`config.mk`:
```
export PLATFORM = sky130hd
export DESIGN_NAME = fifo_wr_ctrl_flat
export DESIGN_NICKNAME = d
export VERILOG_FILES = /design/src/rtl/fifo_pkg.sv /design/src/rtl/fifo_wr_ctrl_if.sv /design/src/rtl/fifo_gray_sync.sv /design/src/rtl/fifo_wr_ctrl.sv /design/src/flat_wrapper.sv
export SDC_FILE = /design/constraint.sdc
export NUM_CORES = 1
export LEC_CHECK = 0
export CORE_MARGIN = 8
export CORE_UTILIZATION = 39
export DETAILED_ROUTE_END_ITERATION = 10
export PLACE_DENSITY = 0.66
export SLEW_MARGIN = 20
export SYNTH_ARGS = -nofsm -noshare
export SYNTH_HDL_FRONTEND = slang
export SYNTH_SLANG_ARGS = --single-unit
```
`constraint.sdc`:
```
create_clock -name W_CLK -period 4 [get_ports W_CLK]
set_input_delay 0.6 -clock W_CLK [delete_from_list [all_inputs] [get_ports W_CLK]]
set_output_delay 0.6 -clock W_CLK [all_outputs]
set_load 0.03 [all_outputs]
```
`src/rtl/fifo_pkg.sv`:
```
// Shared FIFO pointer helpers for the write- and read-side controllers.
// Gray helpers work on a wide word; callers zero-extend and truncate.
package fifo_pkg;

  localparam int DEF_ADDR_WIDTH = 3;
  localparam int GW = 32;

  typedef logic [GW-1:0] gword_t;

  function automatic int pw_of(int aw);
    return aw + 1;
  endfunction

  function automatic gword_t bin2gray(gword_t b);
    return b ^ (b >> 1);
  endfunction

  function automatic gword_t gray2bin(gword_t g);
    gword_t b;
    b[GW-1] = g[GW-1];
    for (int i = GW - 2; i >= 0; i--) begin
      b[i] = b[i+1] ^ g[i];
    end
    return b;
  endfunction

endpackage

```
`src/rtl/fifo_wr_ctrl_if.sv`:
```
// Write-side FIFO controller bus: producer/memory side vs controller.
// Adds W_ALMOST_FULL when FIFO_ALMOST_FULL_EN is defined.
interface fifo_wr_ctrl_if
  import fifo_pkg::*;
#(
  parameter int ADDR_WIDTH = DEF_ADDR_WIDTH
);

  localparam int PW = pw_of(ADDR_WIDTH);

  logic                  W_INC;
  logic [PW-1:0]         R_PTR_GRAY;
  logic                  W_EN;
  logic [ADDR_WIDTH-1:0] W_ADDR;
  logic [PW-1:0]         W_PTR_GRAY;
  logic                  W_FULL;
`ifdef FIFO_ALMOST_FULL_EN
  logic                  W_ALMOST_FULL;

  modport master (
    output W_INC, R_PTR_GRAY,
    input  W_EN, W_ADDR, W_PTR_GRAY,
    input  W_FULL, W_ALMOST_FULL
  );

  modport slave (
    input  W_INC, R_PTR_GRAY,
    output W_EN, W_ADDR, W_PTR_GRAY,
    output W_FULL, W_ALMOST_FULL
  );
`else
  modport master (
    output W_INC, R_PTR_GRAY,
    input  W_EN, W_ADDR, W_PTR_GRAY,
    input  W_FULL
  );

  modport slave (
    input  W_INC, R_PTR_GRAY,
    output W_EN, W_ADDR, W_PTR_GRAY,
    output W_FULL
  );
`endif

endinterface

```
`src/rtl/fifo_gray_sync.sv`:
```
// Two-flop synchroniser for a Gray pointer crossing clock domains.
// Synchronous active-low reset; shared by write and read controllers.
module fifo_gray_sync #(
  parameter int WIDTH = 4
) (
  input  logic             clk,
  input  logic             rst_n,
  input  logic [WIDTH-1:0] d,
  output logic [WIDTH-1:0] q
);

  logic [WIDTH-1:0] q1;

  always_ff @(posedge clk) begin
    if (!rst_n) begin
      q1 <= '0;
      q  <= '0;
    end else begin
      q1 <= d;
      q  <= q1;
    end
  end

endmodule

```
`src/rtl/fifo_wr_ctrl.sv`:
```
// Async FIFO write-side controller: pointers, Gray export, full flag.
// Optional W_ALMOST_FULL output under macro FIFO_ALMOST_FULL_EN.
module fifo_wr_ctrl
  import fifo_pkg::*;
#(
  parameter int ADDR_WIDTH = DEF_ADDR_WIDTH
) (
  input logic            W_CLK,
  input logic            W_RST,
  fifo_wr_ctrl_if.slave  bus
);

  localparam int PW = pw_of(ADDR_WIDTH);

  logic [PW-1:0] wbin;
  logic [PW-1:0] wbin_next;
  logic [PW-1:0] wgray;
  logic [PW-1:0] wgray_next;
  logic [PW-1:0] rq2;
  logic [PW-1:0] full_cmp;
  logic          full;
  logic          full_next;
  logic          accept;

  fifo_gray_sync #(
    .WIDTH (PW)
  ) u_rsync (
    .clk   (W_CLK),
    .rst_n (W_RST),
    .d     (bus.R_PTR_GRAY),
    .q     (rq2)
  );

  always_comb begin
    accept     = bus.W_INC & ~full;
    wbin_next  = wbin + {{(PW-1){1'b0}}, accept};
    wgray_next = PW'(bin2gray(GW'(wbin_next)));
    // Full: write pointer one lap ahead of the synced read pointer
    full_cmp   = {~rq2[PW-1:PW-2], rq2[PW-3:0]};
    full_next  = (wgray_next == full_cmp);
  end

  always_ff @(posedge W_CLK) begin
    if (!W_RST) begin
      wbin  <= '0;
      wgray <= '0;
      full  <= 1'b0;
    end else begin
      wbin  <= wbin_next;
      wgray <= wgray_next;
      full  <= full_next;
    end
  end

  assign bus.W_EN       = accept;
  assign bus.W_ADDR     = wbin[ADDR_WIDTH-1:0];
  assign bus.W_PTR_GRAY = wgray;
  assign bus.W_FULL     = full;

`ifdef FIFO_ALMOST_FULL_EN
  logic [PW-1:0] rbin;
  logic [PW-1:0] used;
  logic          afull;
  logic          afull_next;

  always_comb begin
    rbin       = PW'(gray2bin(GW'(rq2)));
    used       = wbin_next - rbin;
    afull_next = (used >= PW'((1 << ADDR_WIDTH) - 1)) | full_next;
  end

  always_ff @(posedge W_CLK) begin
    if (!W_RST) begin
      afull <= 1'b0;
    end else begin
      afull <= afull_next;
    end
  end

  assign bus.W_ALMOST_FULL = afull;
`endif

endmodule

```
`src/flat_wrapper.sv`:
```
// flat-port wrapper written by rule: the top's interface ports become plain ports
module fifo_wr_ctrl_flat import fifo_pkg::*;
#(
  parameter int ADDR_WIDTH = DEF_ADDR_WIDTH
)
  (W_CLK, W_RST, bus_W_INC, bus_R_PTR_GRAY, bus_W_EN, bus_W_ADDR, bus_W_PTR_GRAY, bus_W_FULL);
  fifo_wr_ctrl_if #(.ADDR_WIDTH(ADDR_WIDTH)) bus_i ();
  input logic W_CLK;
  input logic W_RST;
  input wire logic [$bits(bus_i.W_INC)-1:0] bus_W_INC;
  input wire logic [$bits(bus_i.R_PTR_GRAY)-1:0] bus_R_PTR_GRAY;
  output wire logic [$bits(bus_i.W_EN)-1:0] bus_W_EN;
  output wire logic [$bits(bus_i.W_ADDR)-1:0] bus_W_ADDR;
  output wire logic [$bits(bus_i.W_PTR_GRAY)-1:0] bus_W_PTR_GRAY;
  output wire logic [$bits(bus_i.W_FULL)-1:0] bus_W_FULL;
  assign bus_i.W_INC = bus_W_INC;
  assign bus_i.R_PTR_GRAY = bus_R_PTR_GRAY;
  assign bus_W_EN = bus_i.W_EN;
  assign bus_W_ADDR = bus_i.W_ADDR;
  assign bus_W_PTR_GRAY = bus_i.W_PTR_GRAY;
  assign bus_W_FULL = bus_i.W_FULL;
  fifo_wr_ctrl #(.ADDR_WIDTH(ADDR_WIDTH)) u_core (.W_CLK(W_CLK), .W_RST(W_RST), .bus(bus_i));
endmodule
```
# After elaboration in Yosys (flattened, before gate mapping)
# Index checks and enable logic that the tools add are counted.
[word_totals]
reg_bits = 17
inputBits = 7
word_cells = 11
[classes]
addsub = 1
n_eq_ne = 1
bitwise = 4
[op_table]
columns = ["cell", "n"]
rows = [
  ["4-bit by 1-bit adder with 4-bit output", 1],
  ["4-bit equality test", 1],
  ["4-bit by 3-bit XOR with 4-bit output", 1],
  ["2-bit inverter", 1],
  ["1-bit AND", 1],
  ["1-bit inverter", 1],
]

# Depth between registers and ports, before layout
[logic_depth]
depth_word = 5
depth_mapped = 7

# By module
# A second synthesis with hierarchy kept.
[unflattened]
cells_unflattened = 49
hier_area_um2 = 634.4
[modules_own_cells]
columns = ["mod", "instances", "cells_each", "area_each_um2", "seq_area_each_um2"]
rows = [
  ["fifo_wr_ctrl", 1, 33, 424.2, 160.2],
  ["fifo_gray_sync", 1, 16, 210.2, 160.2],
]

# Worst setup path after synthesis
# OpenSTA, ideal clock, no wires.
[synth_timing]
path_kind = "input to register"
start = "input bus_W_INC"
end = "register u_core.full (netlist: u_core.bus.W_FULL)"
arrival_time_ns = 2.281
path_slack_ns = 1.631
path_stages = 6
n_path_buf = 1
path_cell_list = "nor2b_1 > ha_1 > ha_1 > buf_2 > xnor3_1 > nor4_2"
[synth_between]
elab_chain_cells = 4
[synth_lines]
columns = ["element", "line", "rtl"]
rows = [
  ["start, declared", "flat_wrapper.sv:10", "input wire logic [$bits(bus_i.W_INC)-1:0] bus_W_INC;"],
  ["1-bit AND", "fifo_wr_ctrl.sv:35", "accept = bus.W_INC & ~full;"],
  ["4-bit by 1-bit adder with 4-bit output", "fifo_wr_ctrl.sv:36", "wbin_next = wbin + {{(PW-1){1'b0}}, accept};"],
  ["named net u_core.wbin_next[1]", "fifo_wr_ctrl.sv:16", "logic [PW-1:0] wbin_next;"],
  ["4-bit by 3-bit XOR with 4-bit output", "fifo_pkg.sv:15", "return b ^ (b >> 1);"],
  ["4-bit equality test", "fifo_wr_ctrl.sv:40", "full_next = (wgray_next == full_cmp);"],
  ["end signal, assigned", "fifo_wr_ctrl.sv:51", "full <= full_next;"],
  ["end, declared", "fifo_wr_ctrl.sv:21", "logic full;"],
]
# The timed path passes the listed nets, and every way through them passes these cells.
# A chain may end at the register's enable or synchronous reset.

# Worst setup path in the final report
[layout_timing]
start = "input bus_W_INC"
end = "output bus_W_EN"
[layout_between]
elab_chain_cells = 1
[layout_lines]
columns = ["element", "line", "rtl"]
rows = [
  ["1-bit AND", "fifo_wr_ctrl.sv:35", ""],
  ["end, declared", "flat_wrapper.sv:12", "output wire logic [$bits(bus_i.W_EN)-1:0] bus_W_EN;"],
]
# Every way passes these cells.

==> metrics.txt <==
R2R depth=6; # setup viols final=0; wire length per cell=roughly 12 µm; Post-Synthesis Cells=between 50 and 60; Layout Nets=between 70 and 80; Reg clk slew, reported paths=0.09 ns; final WL=1000 µm; Max Cap Violations=0; R2R setup slack=roughly 2.3 ns; Syn Area/Cell=12.6 µm²; Critical Path RT=around 3.4 ns; antenna violations before repair=0; core area=0.00152 mm²; syn_nets=60; drt first pass iters=1; Min-Delay Path Class=flip-flop to flip-flop; PD cells=between 400 and 500 mW/mm²; crit share post-route=a little over three fifths; area occupied by multi-input gates=between 300 and 400 µm²; diodes inserted=0; # fillers=~140; fin util=a little under three fifths; Hold WS=between 0.4 and 0.5 ns; GRT Total Usage=around 6.7%; Initial Utilization=a little over two fifths; Final Hold Fails=0; CTS Buf Count=3; Cell variety after synth=15; measured slew at the worst slew-check pin=0.421 ns; CTS Root Cell=clkbuf_4; Hold EP=u_core.u_rsync.q[1]; TritonCTS clock tree=built; total number of yosys warnings=0; Clock Path Buffers=2; WS Path Type=primary input to output port; IO Pins=16; worst skew pair latency=between 0.2 and 0.3 ns; fmax=between 0.3 and 0.4 GHz; Die X-Extent=around 57 µm; gpl congestion=between 0.6 and 0.7; total clock sinks=16; top-area cell type share of the netlist area=about 50%; 1st-iter DRT viols=0; CP arrival=around 1.9 ns; Vias/cell=between 4 and 5; Post-Syn Area=roughly 640 µm²; hold_buf cts=0; RR Startpoint=u_core.bus.W_FULL; cts repair resizes=0; number of global-route vias before repair=406; status=completed; Synth Register Bits=16; Layout Area Growth over Synthesis=30.7%; htree depth=1; area leader, netlist=dfxtp_1; Register Area=between 300 and 400 µm²; RSZ-0062 raised after global routing=false; die area=0.00320 mm²; total negative slack=0 ns; Residual DRC=0; Post-CTS Setup Inserts=0; power after layout=approximately 0.34 mW; CP endpoint kind=output port; total gr overflow=0; Cell Rows=14; Leak Pwr=0.351 nW; fin crit period=between 2 and 3 ns; Slew HR=slightly above 70%; Synth area leaders=dfxtp_1 (50%), and2_1 (14%), xnor3_1 (11%); Max FO, Critical Path=2; DR vias=~380; critical path launch point type=primary input; pins over their slew limit=0; DIE HEIGHT=approximately 57 µm; post-route ant nets=0; Reg-to-Reg End=u_core.bus.W_FULL; DP HPWL=around 740 µm; Peak VDD IR=~250 µV; Port Buffers=15; post-synthesis sequential area ratio=between 40% and 50%; largest net degree at the start of global routing=17; worst hold path stage count=1; clk_skew=~0.00040 ns; layout cells sized above 1=approximately 8.8%; hold path start=u_core.u_rsync.q1[1]; global-route wire length before repair=around 1700 µm
logic make-up (layout without fill, tap and decap cells):
kind of cell	Yosys count	count (layout)	synth area share, %
AO/OA/AOI/OAI	1	1	1.17
buffers and inverters	2	19	1.36
XOR/XNOR	11	11	24.9
adder cells (fa/ha/maj)	2	2	3.89
flip-flops	16	16	49.8
AND/OR/NAND/NOR	19	19	18.9
synth_stat cells:
master and number:
nand2_1 1, a21boi_0 1, nor2b_1 2, nand3_1 1
nor4_2 1, xnor2_1 4, xnor2_2 1, dfxtp_1 16
clkbuf_1 1, xor3_1 1, ha_1 2, xor2_1 2
buf_2 1, xnor3_1 3, and2_1 14
layer usage:
| metal | track usage, % | up-vias | share of wire (%) |
|---|---|---|---|
| met4 | 4.12 | 0 | 0.70 |
| met5 | 0 | - | 0 |
| met2 | 10.7 | 10 | 51 |
| met3 | 3.15 | 2 | 5.6 |
| li1 | - | 195 | - |
| met1 | 6.89 | 174 | 42 |
per-stage QoR:
step                std cells  area (µm²)  worst slack, ns
finish                     84         841             1.48
global route               84         841             1.43
CTS                        84         841             1.46
detailed placement         80         805             1.46
global placement           80         805             1.51
floorplan                  51         643             1.63
power by group:
part | leakage (nW) | internal (mW) | switching (mW) | total [mW]
logic | 0.199 | 0.0350 | 0.0283 | 0.0633
registers | 0.131 | 0.168 | 0.00343 | 0.172
clock network | 0.0210 | 0.0554 | 0.0501 | 0.105
total | 0.351 | 0.259 | 0.0819 | 0.341
cells in the final DEF, fill, tap and decap left out:
master | netlist | final
xnor2_1 | 4 | 4
nand2_1 | 1 | 1
xnor3_1 | 3 | 3
clkbuf_4 | 0 | 3
clkdlybuf4s50_1 | 0 | 15
nor4_2 | 1 | 1
xor2_1 | 2 | 2
dfxtp_1 | 16 | 16
clkbuf_8 | 0 | 1
a21boi_0 | 1 | 1
nor2b_1 | 2 | 2
ha_1 | 2 | 2
xor3_1 | 1 | 1
nand3_1 | 1 | 1
and2_1 | 14 | 14
xnor2_2 | 1 | 1
how the worst max path moves through the flow:
stage / endpoint / depth (start not counted) / slack (ns) / startpoint
2_1_floorplan: u_core.bus.W_FULL / 6 / 1.63 / bus_W_INC
3_3_place_gp: bus_W_EN / 3 / 1.51 / bus_W_INC
3_5_place_dp: bus_W_EN / 3 / 1.46 / bus_W_INC
4_1_cts: bus_W_EN / 3 / 1.46 / bus_W_INC
5_1_grt: bus_W_EN / 3 / 1.43 / bus_W_INC
6_report: bus_W_EN / 3 / 1.48 / bus_W_INC
state kept, by name (all words and copies together), names as in the netlist:
| signal | count |
|---|---|
| u_core.u_rsync.q | 4 |
| u_core.bus.W_FULL | 1 |
| u_core.u_rsync.q1 | 4 |
| u_core.wbin | 3 |
| u_core.bus.W_PTR_GRAY | 4 |
worst max-delay path: stages:
cell and delay (ns):
clkdlybuf4s50_1 0.45, nor2b_1 0.18, clkdlybuf4s50_1 0.70
layout make-up:
| class | count | share of cell area (%) |
|---|---|---|
| Clock buffer | 4 | 4.32 |
| Tap cell | 16 | 2.38 |
| Multi-Input combinational cell | 33 | 37.4 |
| Timing Repair Buffer | 15 | 17.9 |
| Sequential cell | 16 | 38.1 |
Note: power is estimated with default switching activity, not from simulation.
